File: src/rtl/ren_pkg.sv
// Shared definitions for the rename/dispatch controller: state encoding,
// stall-cause bit positions and default physical register file geometry.
package ren_pkg;

  localparam int REN_PHYS_ADDRWIDTH = 6;
  localparam int REN_NUM_PHYSREGS   = 1 << REN_PHYS_ADDRWIDTH;

  // Bit positions inside the 4-bit stall-cause vector.
  localparam int REN_STALL_IQ    = 0;
  localparam int REN_STALL_LSQ   = 1;
  localparam int REN_STALL_ROB   = 2;
  localparam int REN_STALL_FREEL = 3;

  typedef enum logic [1:0] {
    REN_IDLE      = 2'd0,
    REN_RATCOPY   = 2'd1,
    REN_FLREBUILD = 2'd2,
    REN_DONE      = 2'd3
  } ren_state_e;

endpackage

File: src/rtl/freel_rebuild_walker.sv
// Walks physical registers 1..NUM_PHYSREGS-1 after a flush and pushes every
// register not referenced by the retirement RAT back onto the free list.
// Register 0 is the hardwired zero register and is never pushed.
module freel_rebuild_walker
  import ren_pkg::*;
#(
  parameter int PHYS_ADDRWIDTH = REN_PHYS_ADDRWIDTH,
  parameter int NUM_PHYSREGS   = REN_NUM_PHYSREGS
) (
  input  logic                      clk,
  input  logic                      rst_n,
  input  logic                      start,
  input  logic [NUM_PHYSREGS-1:0]   fArchMapped_IN,
  output logic                      pushReq,
  output logic [PHYS_ADDRWIDTH-1:0] pushData,
  output logic                      done
);

  localparam logic [PHYS_ADDRWIDTH-1:0] LAST_IDX = PHYS_ADDRWIDTH'(NUM_PHYSREGS - 1);

  logic [PHYS_ADDRWIDTH-1:0] idx_q, idx_d;
  logic                      active_q, active_d;

  // Push generation and the last-index flag, decoded from the current index.
  always_comb begin
    pushReq  = active_q & ~fArchMapped_IN[idx_q];
    pushData = pushReq ? idx_q : '0;
    done     = active_q & (idx_q == LAST_IDX);
  end

  // Next index: load 1 on start, step while active, stop (no wrap) on the last index.
  always_comb begin
    // NOTE: every output of a combinational block gets a default first, so no
    // path leaves it unassigned and no latch is inferred.
    idx_d    = idx_q;
    active_d = active_q;
    if (start) begin
      idx_d    = PHYS_ADDRWIDTH'(1);
      active_d = 1'b1;
    end else if (active_q) begin
      if (done) begin
        active_d = 1'b0;
      end else begin
        idx_d = idx_q + PHYS_ADDRWIDTH'(1);
      end
    end
  end

  // Walker state registers.
  always_ff @(posedge clk or negedge rst_n) begin
    // NOTE: sequential state uses non-blocking assignment so every flop samples
    // the pre-edge values, independent of statement order.
    if (!rst_n) begin
      idx_q    <= '0;
      active_q <= 1'b0;
    end else begin
      idx_q    <= idx_d;
      active_q <= active_d;
    end
  end

endmodule

File: src/rtl/ren_dispatch_ctrl.sv
// Rename-stage controller: decides per cycle whether the decode-rename queue
// head is renamed and dispatched, drives registered IQ/LSQ/ROB push strobes,
// tracks stall causes, and sequences RAT/free-list recovery after a ROB flush.
module ren_dispatch_ctrl
  import ren_pkg::*;
#(
  parameter int PHYS_ADDRWIDTH  = REN_PHYS_ADDRWIDTH,
  parameter int NUM_PHYSREGS    = REN_NUM_PHYSREGS,
  parameter int STALL_CTR_WIDTH = 16
) (
  input  logic                       CLK,
  input  logic                       RESET,
  input  logic                       FREEZE,
  input  logic                       fQ_IDREN_empty_IN,
  input  logic                       fQ_IDREN_isMem_IN,
  input  logic                       fQ_IDREN_destReqd_IN,
  output logic                       tQ_IDREN_popReq_OUT,
  input  logic                       fIQ_full_IN,
  input  logic                       fLSQ_full_IN,
  input  logic                       fROB_full_IN,
  input  logic                       fFreeL_empty_IN,
  output logic                       tFreeL_popReq_OUT,
  output logic                       tRenRat_wrEn_OUT,
  output logic                       tIQ_pushReq_OUT,
  output logic                       tLSQ_pushReq_OUT,
  output logic                       tROB_pushReq_OUT,
  input  logic                       fROB_flushReq_IN,
  output logic                       tROB_flushAck_OUT,
  input  logic [NUM_PHYSREGS-1:0]    fArchMapped_IN,
  output logic                       tRenRatOverwrite_OUT,
  output logic                       tFreeL_flush_OUT,
  output logic                       tFreeL_pushReq_OUT,
  output logic [PHYS_ADDRWIDTH-1:0]  tFreeL_pushData_OUT,
  output logic [3:0]                 tStallCause_OUT,
  output logic [STALL_CTR_WIDTH-1:0] tStallCycles_OUT,
  output logic                       tBusy_OUT
);

  ren_state_e state_q, state_d;
  logic overwrite_q, overwrite_d;
  logic fl_flush_q, fl_flush_d;
  logic ack_q, ack_d;
  logic busy_q, busy_d;
  logic iq_push_q, iq_push_d;
  logic lsq_push_q, lsq_push_d;
  logic rob_push_q, rob_push_d;
  logic [3:0] cause_q, cause_d;
  logic [STALL_CTR_WIDTH-1:0] stall_cycles_q, stall_cycles_d;

  logic is_idle;
  logic have_instr;
  logic queue_ok;
  logic freel_ok;
  logic go;
  logic walk_start;
  logic walk_done;

  // Dispatch decision for the queue head; a flush request always wins.
  // The reset term keeps the combinational strobes quiet while reset is held.
  always_comb begin
    is_idle    = (state_q == REN_IDLE);
    have_instr = is_idle & ~FREEZE & ~fQ_IDREN_empty_IN;
    queue_ok   = fQ_IDREN_isMem_IN ? ~fLSQ_full_IN : ~fIQ_full_IN;
    freel_ok   = ~fQ_IDREN_destReqd_IN | ~fFreeL_empty_IN;
    go         = RESET & have_instr & ~fROB_flushReq_IN & ~fROB_full_IN
               & queue_ok & freel_ok;

    tQ_IDREN_popReq_OUT = go;
    tFreeL_popReq_OUT   = go & fQ_IDREN_destReqd_IN;
    tRenRat_wrEn_OUT    = go & fQ_IDREN_destReqd_IN;

    iq_push_d  = go & ~fQ_IDREN_isMem_IN;
    lsq_push_d = go & fQ_IDREN_isMem_IN;
    rob_push_d = go;
  end

  // Stall causes are sampled only while an instruction is waiting in IDLE;
  // the counter accumulates any blocked cycle and saturates.
  always_comb begin
    cause_d = '0;
    if (have_instr) begin
      cause_d[REN_STALL_IQ]    = ~fQ_IDREN_isMem_IN & fIQ_full_IN;
      cause_d[REN_STALL_LSQ]   = fQ_IDREN_isMem_IN & fLSQ_full_IN;
      cause_d[REN_STALL_ROB]   = fROB_full_IN;
      cause_d[REN_STALL_FREEL] = fQ_IDREN_destReqd_IN & fFreeL_empty_IN;
    end
    stall_cycles_d = stall_cycles_q;
    if ((|cause_d) && (stall_cycles_q != {STALL_CTR_WIDTH{1'b1}})) begin
      stall_cycles_d = stall_cycles_q + STALL_CTR_WIDTH'(1);
    end
  end

  // Recovery sequencer next state and its registered outputs.
  always_comb begin
    state_d     = state_q;
    overwrite_d = 1'b0;
    fl_flush_d  = 1'b0;
    ack_d       = 1'b0;
    unique case (state_q)
      REN_IDLE: begin
        if (fROB_flushReq_IN) begin
          state_d     = REN_RATCOPY;
          overwrite_d = 1'b1;
          fl_flush_d  = 1'b1;
        end
      end
      REN_RATCOPY: state_d = REN_FLREBUILD;
      REN_FLREBUILD: begin
        if (walk_done) begin
          state_d = REN_DONE;
          ack_d   = 1'b1;
        end
      end
      REN_DONE: state_d = REN_IDLE;
      default: state_d = REN_IDLE;
    endcase
    busy_d = (state_d != REN_IDLE);
  end

  assign walk_start = (state_q == REN_RATCOPY);

  freel_rebuild_walker #(
    .PHYS_ADDRWIDTH(PHYS_ADDRWIDTH),
    .NUM_PHYSREGS  (NUM_PHYSREGS)
  ) u_walker (
    .clk           (CLK),
    .rst_n         (RESET),
    .start         (walk_start),
    .fArchMapped_IN(fArchMapped_IN),
    .pushReq       (tFreeL_pushReq_OUT),
    .pushData      (tFreeL_pushData_OUT),
    .done          (walk_done)
  );

  // FSM state, recovery strobes, push strobes and stall tracking registers.
  always_ff @(posedge CLK or negedge RESET) begin
    if (!RESET) begin
      state_q        <= REN_IDLE;
      overwrite_q    <= 1'b0;
      fl_flush_q     <= 1'b0;
      ack_q          <= 1'b0;
      busy_q         <= 1'b0;
      iq_push_q      <= 1'b0;
      lsq_push_q     <= 1'b0;
      rob_push_q     <= 1'b0;
      cause_q        <= '0;
      stall_cycles_q <= '0;
    end else begin
      state_q        <= state_d;
      overwrite_q    <= overwrite_d;
      fl_flush_q     <= fl_flush_d;
      ack_q          <= ack_d;
      busy_q         <= busy_d;
      iq_push_q      <= iq_push_d;
      lsq_push_q     <= lsq_push_d;
      rob_push_q     <= rob_push_d;
      cause_q        <= cause_d;
      stall_cycles_q <= stall_cycles_d;
    end
  end

  assign tRenRatOverwrite_OUT = overwrite_q;
  assign tFreeL_flush_OUT     = fl_flush_q;
  assign tROB_flushAck_OUT    = ack_q;
  assign tBusy_OUT            = busy_q;
  assign tIQ_pushReq_OUT      = iq_push_q;
  assign tLSQ_pushReq_OUT     = lsq_push_q;
  assign tROB_pushReq_OUT     = rob_push_q;
  assign tStallCause_OUT      = cause_q;
  assign tStallCycles_OUT     = stall_cycles_q;

endmodule

File: config.mk
export PLATFORM = sky130hd
export DESIGN_NAME = ren_dispatch_ctrl
export DESIGN_NICKNAME = d
export VERILOG_FILES = /design/src/rtl/ren_pkg.sv /design/src/rtl/freel_rebuild_walker.sv /design/src/rtl/ren_dispatch_ctrl.sv
export SDC_FILE = /design/constraint.sdc
export NUM_CORES = 1
export LEC_CHECK = 0
export ABC_AREA = 1
export CAP_MARGIN = 20
export CORE_MARGIN = 3
export CORE_UTILIZATION = 40
export CTS_CLUSTER_DIAMETER = 40
export CTS_CLUSTER_SIZE = 24
export DETAILED_ROUTE_END_ITERATION = 7
export GPL_TIMING_DRIVEN = 1
export PLACE_DENSITY_LB_ADDON = 0.25
export SETUP_SLACK_MARGIN = 0.15
export SKIP_LAST_GASP = 1
export SYNTH_ARGS = -nofsm -noshare
export SYNTH_HDL_FRONTEND = slang
export SYNTH_SLANG_ARGS = --single-unit
File: constraint.sdc
create_clock -name CLK -period 4.5 [get_ports CLK]
set_input_delay 1.35 -clock CLK [delete_from_list [all_inputs] [get_ports CLK]]
set_output_delay 1.35 -clock CLK [all_outputs]
set_load 0.01 [all_outputs]
Yosys cells after proc, flatten, opt, wreduce, memory -nomap -nowiden
Cells that the tools add are included.
{ "op_classes": {"addsub": 2, "order_cmp": 1, "eq_ne": 6, "muxes": 18, "n_bitwise": 26, "n_reduce_logical": 6} }
{ "op_table": {"columns": ["operator", "n"], "rows": [
  ["6-bit two-way mux", 4],
  ["16-bit by 1-bit adder with 16-bit output, second input constant", 1],
  ["16-bit != test, second input constant", 1],
  ["1-bit AND", 15],
  ["1-bit inverter", 10],
  ["1-bit two-way mux", 9],
  ["2-bit case mux with 4 select lines", 1],
  ["6-bit by 7-bit < comparator with 1-bit output, second input constant", 1],
  ["6-bit by 1-bit adder with 6-bit output, second input constant", 1],
  ["1-bit binary-select mux with 6-bit select", 1],
  ["6-bit equality test, second input constant", 1],
  ["2-bit equality test, second input constant", 2],
  ["2-bit two-way mux", 2],
  ["4-bit two-way mux", 1],
  ["2-bit nonzero test", 2],
  ["4-bit OR reduction", 1],
  ["2-bit by 1-bit equality test with 1-bit output, second input constant", 1],
  ["2-bit logical NOT", 1],
  ["2-bit by 1-bit != test with 1-bit output, second input constant", 1],
  ["2-bit AND reduction", 1],
  ["1-bit logical AND", 1],
  ["1-bit bitwise OR", 1]
]} }
{ "totals": {"register_bits": 35, "in_bits": 75, "output_inout_bits": 37, "elab_cells": 70} }

Logic depth before layout (Yosys ltp)
Gate-level depths: netlist (run 1).
{ "logic_depth": {"ltp_word": 9, "depth_mapped": 13, "depth_no_buf": 12} }

By module
From an unflattened synthesis (run 1), not the netlist that was laid out.
{ "hier_totals": {"cells_unflattened": 422, "hier_area_um2": 2630.0} }
{ "by_module_without_submodules": {"columns": ["module", "n_inst", "cells_per_inst", "area_per_inst_um2", "seq_area_each_um2"], "rows": [
  ["ren_dispatch_ctrl", 1, 202, 1502.7, 700.7],
  ["freel_rebuild_walker", 1, 220, 1127.3, 175.2]
]} }

Worst setup path before layout (run 1)
Ideal clock, no wire load.
{ "synth_timing": {"kind": "in2out", "from": "input FREEZE", "to": "output tRenRat_wrEn_OUT", "arrival_time_ns": 2.687, "required_ns": 3.150, "path_slack_ns": 0.463, "cell_stages": 6, "n_path_buf": 1, "cell_sequence": "nor3b_2 inv_1 nor4_1 inv_1 nor2_1 buf_4"} }
{ "synth_between": {"elab_chain_cells": 9} }
{ "synth_lines": {"columns": ["item", "line", "text"], "rows": [
  ["start: declaration", "ren_dispatch_ctrl.sv:13", "input logic FREEZE,"],
  ["1-bit inverter", "ren_dispatch_ctrl.sv:62", "have_instr = is_idle & ~FREEZE & ~fQ_IDREN_empty_IN;"],
  ["1-bit AND (2 in series)", "ren_dispatch_ctrl.sv:62", null],
  ["1-bit AND (3 in series)", "ren_dispatch_ctrl.sv:65", "go = RESET & have_instr & ~fROB_flushReq_IN & ~fROB_full_IN"],
  ["1-bit AND (2 in series)", "ren_dispatch_ctrl.sv:66", "& queue_ok & freel_ok;"],
  ["net tQ_IDREN_popReq_OUT", "ren_dispatch_ctrl.sv:17", "output logic tQ_IDREN_popReq_OUT,"],
  ["1-bit AND", null, null],
  ["end: declaration", "ren_dispatch_ctrl.sv:23", "output logic tRenRat_wrEn_OUT,"]
]} }
The timed path passes the listed nets, and every way through them passes these cells.

Worst setup path after layout (run 1)
{ "layout_timing": {"from": "input fQ_IDREN_isMem_IN", "to": "output tRenRat_wrEn_OUT"} }
{ "layout_between": {"elab_chain_cells": 4} }
{ "layout_lines": {"columns": ["item", "line", "text"], "rows": [
  ["start: declaration", "ren_dispatch_ctrl.sv:15", "input logic fQ_IDREN_isMem_IN,"],
  ["1-bit two-way mux", "ren_dispatch_ctrl.sv:63", "queue_ok = fQ_IDREN_isMem_IN ? ~fLSQ_full_IN : ~fIQ_full_IN;"],
  ["1-bit AND (2 in series)", "ren_dispatch_ctrl.sv:66", null],
  ["1-bit AND", "ren_dispatch_ctrl.sv:70", "tRenRat_wrEn_OUT = go & fQ_IDREN_destReqd_IN;"]
]} }
No other way between the ends.

==> Implementation_results.wiki, run 1 <==
{| class="wikitable"
! Metric !! Value
|-
| Clock tree from TritonCTS || yes
|-
| Number of enable-type register cells in the synthesized netlist || 0
|-
| Peak ir drop on the vdd network || 0.245 mV
|-
| Gp weighted congestion || 0.822
|-
| Latest clock arrival within the worst-skew pair || 0.28 ns
|-
| Post-synthesis cell count || 325
|-
| Power density over cell area || 193 mW/mm^2
|-
| Result of the run || complete, no violations
|-
| Die Wd || 82.0 microns
|-
| Number of vias after detailed routing || 2511
|-
| Clock root buffer master || sky130_fd_sc_hd__clkbuf_8
|-
| CP max FO || 3
|-
| Layout cell share with drive strength beyond 1 || 0.0968
|-
| Count of max-cap constraint violations || 0
|-
| Syn_nets || 406
|-
| Quantity of I/O buffers inserted on ports || 111
|-
| Dominant cell type by count on the critical path || sky130_fd_sc_hd__inv_1
|-
| Via-to-Cell Ratio || 4.87
|-
| Most used flip-flop cell after synthesis || sky130_fd_sc_hd__dfrtp_1
|-
| Netlist cell types || 28
|-
| Register bit total from synthesis || 35
|-
| Part of the Yosys area used for sequential elements || 0.379
|-
| Class of the worst hold path || flip-flop to flip-flop
|-
| Number of global-route vias before repair || around 2.3k
|-
| Largest net degree at the start of global routing || 36
|-
| Crit end category || output port
|-
| Buffer levels on the longest clock path || 2
|-
| Final-report hold violation count || 0
|-
| Starting density of the core || 0.417
|-
| Post-synthesis cell type with the largest combined area || sky130_fd_sc_hd__dfrtp_1
|-
| CP max stage cell || sky130_fd_sc_hd__clkdlybuf4s50_1
|-
| Chip Height || 82.0 microns
|-
| Placed Area || around 0.0035 sq mm
|-
| Fraction of synthesized cell area taken by the top area cell type || 0.379
|-
| Stage delay of the slowest cell on the critical path || 0.51 ns
|-
| Global-route wire length before repair || approximately 10 mm
|-
| Netlist area before placement || 0.00231 sq mm
|-
| Number of nets still failing antenna checks after routing || 0
|-
| Number of top-level design ports || ~110
|-
| Required time at the endpoint of the critical path || 3.15 ns
|-
| Number of antenna violations at the first check in global routing || 0
|-
| Biggest area contributors in the synthesized netlist || sky130_fd_sc_hd__dfrtp_1 38%, sky130_fd_sc_hd__nand2_1 20%, sky130_fd_sc_hd__nand3_1 8.4%
|-
| Die Outline Area || around 0.0067 sq mm
|-
| Worst path cell trace || clkdlybuf4s50_1 -> inv_1 -> nand2_1 -> nand4_1 -> nor4_4 -> inv_1 -> nor2_1 -> dlymetal6s2s_1
|-
| Sort of element at the start of the critical path || input port
|-
| Minimum period implied by the final worst setup slack || 4.23 ns
|-
| Total Wirelength || 6.95 mm
|-
| Average detailed-routed wire length per instance || 13.5 microns
|-
| Post-Layout Inst Area || roughly 0.0036 sq mm
|-
| Worst Path Class, Setup || input port to output port
|-
| Number of pins with negative max-slew slack in the final report || 0
|-
| Layout overhead on the synthesized area || 57.8%
|-
| Std cell rows || 27
|-
| Arrival time at the worst endpoint || 2.88 ns
|-
| Warning count from the yosys run || 0
|-
| Area inside the core boundary || 0.00554 sq mm
|-
| Post-cts hold buffer count || 0
|-
| RSZ-0062 raised after global routing || yes
|-
| Mean instance size in the synthesized netlist || 7.11 sq um
|-
| Number of buffers created by CTS || 5
|-
| Grt total ovfl || 0
|-
| Fmax || 237 MHz
|-
| Number of setup violations in the final report || 0
|-
| Layout fillers || 486
|-
| DRT iter0 DRCs || 53
|-
| CTS H-tree depth || 2
|-
| Number of iterations in the first detailed-routing pass || 4
|-
| Count of antenna diodes in the layout || 0
|-
| NumNets Final || between 500 and 600
|-
| Detailed-placement wirelength estimate || 5.19 mm
|-
| DRC violations left || 0
|-
| Leakage component of the power || ~0.0018 uW
|-
| Worst max-slew margin expressed relative to the limit || 0.641
|-
| Clock Skews || 0.00423 ns
|-
| Fraction of the cycle the final worst path needs || 0.939
|-
| Async SR Flop Fraction || 1.00
|-
| Transition at the pin with the smallest max-transition slack || about 0.54 ns
|-
| Worst hold slack || 0.496 ns
|-
| Clock-pin transition on the worst setup and hold timing paths || 0.07 ns
|-
| Total track usage || 0.198
|-
| Number of clock sinks || 35
|}
[worst max-delay path, delay by kind of cell]
family | cells | cell delay [ns]
simple gates | 4 | 0.68
buf+inv | 4 | 0.84
[cell usage after synthesis (5+ instances only)]
library cell              instances
sky130_fd_sc_hd__nand2_1        124
sky130_fd_sc_hd__nand3_1         39
sky130_fd_sc_hd__dfrtp_1         35
sky130_fd_sc_hd__nor2_1          25
sky130_fd_sc_hd__inv_1           21
sky130_fd_sc_hd__a21oi_1         12
sky130_fd_sc_hd__xor2_1          10
sky130_fd_sc_hd__ha_1             6
sky130_fd_sc_hd__o21ai_0          6
sky130_fd_sc_hd__buf_2            5
sky130_fd_sc_hd__nand3_2          5
sky130_fd_sc_hd__xnor2_1          5
[per-layer routing]
layer / routed length, microns / share of wire / global-route usage
met1: 2920 / 0.42 / 0.242
met2: 3140 / 0.45 / 0.334
met3: 782 / 0.11 / 0.0581
met4: 112 / 0.016 / 0.0648
met5: 0 / 0 / 0
[stage by stage]
stage / utilization / total power, uW / setup WS [ns] / cells / TNS [ns]
5_1_grt: 0.658 / 730 / 0.102 / 516 / 0
3_5_place_dp: 0.631 / 421 / -0.0784 / 506 / -0.168
4_1_cts: 0.652 / 712 / -0.0184 / 515 / -0.0365
6_report: 0.658 / 704 / 0.273 / 516 / 0
2_1_floorplan: - / 341 / 0.463 / 325 / 0
3_3_place_gp: 0.631 / 420 / 0.0537 / 506 / 0
[sequential cells by signal, indices dropped and copies added (netlist names), 2 cells and up]
| signal | count |
|---|---|
| tStallCycles_OUT | 16 |
| u_walker.idx_q | 6 |
| state_q | 2 |
| tStallCause_OUT | 4 |
[report_power, final]
group          internal (uW)  switching, uW
Combinational           69.0           31.5
Sequential               314              0
Clock                    179            110
Total                    563            141
[worst paths after layout]
kind / startpoint / end / slack (ns) / depth (start not counted)
max: fQ_IDREN_isMem_IN / tRenRat_wrEn_OUT / 0.27 / 8
min: tStallCycles_OUT[9] / tStallCycles_OUT[9] / 0.50 / 1
max reg2reg: u_walker.idx_q[1] / u_walker.idx_q[5] / 2.57 / 10
min reg2reg: tStallCycles_OUT[9] / tStallCycles_OUT[9] / 0.50 / 1
max in group asynchronous: RESET / state_q[1] / 3.08 / 2
min in group asynchronous: RESET / tLSQ_pushReq_OUT / 1.11 / 2
[area by class of cell]
type / instances / area, sq um / share of cell area
Clock inverter: 2 / 35.0 / 0.00961
Tap cell: 72 / 90.1 / 0.0247
Sequential cell: 35 / 876 / 0.240
Multi-Input combinational cell: 253 / 1280 / 0.351
Inverter: 27 / 106 / 0.0292
Clock buffer: 6 / 82.6 / 0.0226
Timing Repair Buffer: 121 / 1180 / 0.323
[logic make-up after synthesis]
kind of cell / count (synthesis) / share of synthesized area
AO/OA/AOI/OAI: 20 / 0.0449
buffers and inverters: 37 / 0.0780
flip-flops: 35 / 0.379
XOR/XNOR: 15 / 0.0568
adder cells (fa/ha/maj): 6 / 0.0325
AND/OR/NAND/NOR: 212 / 0.409
[placed cells by master (no fill, tap or decap), drive strengths merged, types with 3 or more instances in the layout]
master         count
a21oi             12
buf               11
clkbuf             7
clkdlybuf4s15      3
clkdlybuf4s50    100
dfrtp             35
dlygate4sd2        4
ha                 6
inv               27
nand2            126
nand3             44
nand4              3
nor2              30
nor3               5
o21ai              8
xnor2              5
xor2              10
[what timing repair did]
action | CTS | global route
endpoints found under the setup margin | 10 | 7
gates cloned | 0 | 0
setup buffers | 1 | 1
gates resized for setup | 9 | 10
pin swaps | 0 | 1
(Power assumes the default switching activity.)
==> run 2, diff against run 1 <==
--- a/config.mk
+++ b/config.mk
@@ -5,7 +5,6 @@
 export SDC_FILE = /design/constraint.sdc
 export NUM_CORES = 1
 export LEC_CHECK = 0
-export ABC_AREA = 1
 export CAP_MARGIN = 20
 export CORE_MARGIN = 3
 export CORE_UTILIZATION = 40
==> Implementation_results.wiki, run 2 <==
{| class="wikitable"
! Metric !! Value
|-
| Result of the run || complete, no violations
|-
| Chip Height || about 80 microns
|-
| Number of non-filler instances in the completed layout || 384
|-
| Most used flip-flop cell after synthesis || sky130_fd_sc_hd__dfrtp_1
|-
| Netlist area before placement || 0.00224 sq mm
|-
| Peak ir drop on the vdd network || around 0.24 mV
|-
| Number of vias after detailed routing || roughly 2k
|-
| Number of iterations in the first detailed-routing pass || 4
|-
| Required time at the endpoint of the critical path || 3.15 ns
|-
| Class of the worst hold path || flip-flop to flip-flop
|-
| Fraction of the cycle the final worst path needs || 0.957
|-
| Quantity of I/O buffers inserted on ports || 111
|-
| Register-to-Register Path Depth || 8
|-
| Dpl cells || 374
|-
| DRT iter0 DRCs || 68
|-
| Number of global-route vias before repair || 2107
|-
| Clock root buffer master || sky130_fd_sc_hd__clkbuf_8
|-
| Buffer levels on the longest clock path || 2
|-
| Part of the Yosys area used for sequential elements || 0.392
|-
| Gp weighted congestion || between 0.8 and 0.9
|-
| Footprint of the multi-input gates || 0.00133 sq mm
|-
| Layout overhead on the synthesized area || 57.6%
|-
| NumNets Final || just under 400
|-
| Clock Skews || 0.00418 ns
|-
| Largest net degree at the start of global routing || 36
|-
| Leakage component of the power || 0.00172 uW
|-
| Latest clock arrival within the worst-skew pair || 0.28 ns
|-
| Layout fillers || 447
|-
| Sort of element at the start of the critical path || input port
|-
| Top cells by count, synth || 35 x sky130_fd_sc_hd__dfrtp_1, 16 x sky130_fd_sc_hd__inv_1, 12 x sky130_fd_sc_hd__nor2_1
|-
| Netlist cell types || 43
|-
| Crit end category || output port
|-
| RSZ-0062 raised after global routing || no
|-
| Clock-pin transition on the worst setup and hold timing paths || 0.07 ns
|-
| Number of buffers created by CTS || 5
|-
| Arrival time at the worst endpoint || 2.95 ns
|-
| Fraction of synthesized cell area taken by the top area cell type || 0.392
|-
| Worst hold slack || just under 0.5 ns
|-
| Global-route wire length before repair || 9.52 mm
|-
| Number of cells on the worst hold path || 1
|-
| Final-report hold violation count || 0
|-
| Total track usage || 0.189
|-
| Routed length on met2 || 2.95 mm
|-
| Number of pins with negative max-slew slack in the final report || 0
|-
| Layout cell share with drive strength beyond 1 || 0.277
|-
| Met3 routed wirelength || 593 microns
|-
| Die Outline Area || 0.00652 sq mm
|-
| Total Wirelength || ~5.9 mm
|-
| Area taken by flip-flops and latches || 876 sq um
|-
| Number of enable-type register cells in the synthesized netlist || 0
|-
| Minimum period implied by the final worst setup slack || 4.30 ns
|-
| Most numerous cell in the Yosys netlist || sky130_fd_sc_hd__dfrtp_1
|-
| Biggest area contributors in the synthesized netlist || sky130_fd_sc_hd__dfrtp_1 39%, sky130_fd_sc_hd__mux4_1 12%, sky130_fd_sc_hd__mux4_2 6.0%
|-
| Post-synthesis cell type with the largest combined area || sky130_fd_sc_hd__dfrtp_1
|-
| Starting density of the core || 0.424
|-
| Warning count from the yosys run || 0
|-
| Number of nets still failing antenna checks after routing || 0
|-
| Average detailed-routed wire length per instance || about 15 microns
|-
| Via-to-Cell Ratio || 5.22
|-
| Register bit total from synthesis || 35
|-
| Worst max-slew margin expressed relative to the limit || 0.607
|-
| Most common cell after layout, fill and taps aside || sky130_fd_sc_hd__clkdlybuf4s50_1
|-
| DRC violations left || 0
|-
| Number of clock sinks || 35
|-
| Syn_nets || between 200 and 300
|-
| Std cell rows || 26
|-
| Most frequent cells in the layout || 41 x sky130_fd_sc_hd__clkdlybuf4s50_1, 35 x sky130_fd_sc_hd__dfrtp_1, 21 x sky130_fd_sc_hd__dlymetal6s2s_1, 17 x sky130_fd_sc_hd__clkbuf_2
|-
| DR top layer || met4
|-
| Number of top-level design ports || 112
|-
| Async SR Flop Fraction || 1.00
|-
| Largest register FFs || 16
|-
| Transition at the pin with the smallest max-transition slack || 0.586 ns
|-
| CTS H-tree depth || 2
|-
| Power density over cell area || 450 mW/mm^2
|-
| Detailed-placement wirelength estimate || 4.56 mm
|-
| Worst Path Class, Setup || input port to output port
|-
| Die Wd || 80.8 microns
|-
| Count of max-cap constraint violations || 0
|-
| Count of antenna diodes in the layout || 0
|-
| Post-synthesis cell count || 199
|-
| Number of antenna violations at the first check in global routing || 0
|-
| Fmax || around 230 MHz
|-
| CP max FO || 6
|-
| Number of setup violations in the final report || 0
|-
| Mean instance size in the synthesized netlist || 11.2 sq um
|-
| Total negative slack || 0 ns
|-
| Post-cts hold buffer count || 0
|-
| Clock tree from TritonCTS || yes
|-
| Wire length the detailed router placed on met1 || 2.26 mm
|-
| Area inside the core boundary || approximately 0.0053 sq mm
|-
| Grt total ovfl || 0
|}
==> run 2: changes by cell type in the layout (fill, tap and decap cells not counted), moves of 8 or more <==
cell	previous run	this run
sky130_fd_sc_hd__a21oi_1	12	4
sky130_fd_sc_hd__buf_2	1	12
sky130_fd_sc_hd__clkbuf_2	1	17
sky130_fd_sc_hd__clkdlybuf4s50_1	100	41
sky130_fd_sc_hd__dlygate4sd2_1	4	15
sky130_fd_sc_hd__dlymetal6s2s_1	2	21
sky130_fd_sc_hd__mux4_2	0	16
sky130_fd_sc_hd__nand2_1	124	9
sky130_fd_sc_hd__nand3_1	39	9
sky130_fd_sc_hd__nor2_1	24	12
==> run 2: cells by family (layout without fill, tap and decap cells) <==
family          Yosys count  after routing  synth area share
compound gates           22             22            0.0672
simple gates             64             64             0.151
flops                    35             35             0.392
buf+inv                  28            143            0.0616
xor+xnor                 18             18            0.0705
mux                      26             26             0.224
fa+ha+maj                 6              6            0.0336
==> run 2: layer usage <==
metal	track usage	vias up
li1	-	935
met1	0.206	947
met2	0.336	112
met3	0.0665	10
met4	0.0743	0
met5	0	-
==> run 2: power breakdown <==
part	leakage [uW]	total (uW)	internal, uW	switching, uW
clock network	0.0000515	241	139	101
registers	0.000448	480	371	109
logic	0.00123	863	469	394
total	0.00172	1580	979	605
==> run 2: critical path: stages <==
cell and delay (ns):
sky130_fd_sc_hd__buf_2 0.10, sky130_fd_sc_hd__mux4_2 0.47, sky130_fd_sc_hd__mux2_4 0.31, sky130_fd_sc_hd__nor4_4 0.20, sky130_fd_sc_hd__a41oi_4 0.11, sky130_fd_sc_hd__a211oi_2 0.26, sky130_fd_sc_hd__buf_2 0.16
==> run 2: worst paths after layout <==
path	startpoint	endpoint	slack, ns
max	fArchMapped_IN[35]	tFreeL_pushData_OUT[0]	0.20
max in group asynchronous	RESET	tStallCycles_OUT[9]	2.67
max reg2reg	state_q[1]	tStallCycles_OUT[13]	2.20
min in group asynchronous	RESET	u_walker.idx_q[5]	1.54
min reg2reg	tStallCycles_OUT[13]	tStallCycles_OUT[13]	0.49
min	tStallCycles_OUT[13]	tStallCycles_OUT[13]	0.49
==> run 2: metrics by stage <==
stage / util / setup slack, ns / cell area (sq um) / total power [uW]
6_report: 0.669 / 0.196 / 3520 / 1580
5_1_grt: 0.669 / 0.151 / 3520 / 1700
4_1_cts: 0.663 / 0.0577 / 3490 / 1560
3_5_place_dp: 0.647 / -0.632 / 3410 / 1250
3_3_place_gp: 0.647 / -0.598 / 3410 / 1220
2_1_floorplan: - / 0.339 / 2240 / 956
==> run 2: final cells by class <==
cell class | count | share of cell area
Clock buffer | 8 | 0.0284
Inverter | 16 | 0.0170
Multi-Input combinational cell | 136 | 0.378
Sequential cell | 35 | 0.249
Tap cell | 70 | 0.0249
Timing Repair Buffer | 119 | 0.303
==> run 2: what timing repair did <==
item,in CTS,in global routing
resized for setup,130,58
pin swaps,12,10
gates cloned,0,0
setup buffers,1,1
endpoints found under the hold margin,0,0
setup endpoints to repair,10,10
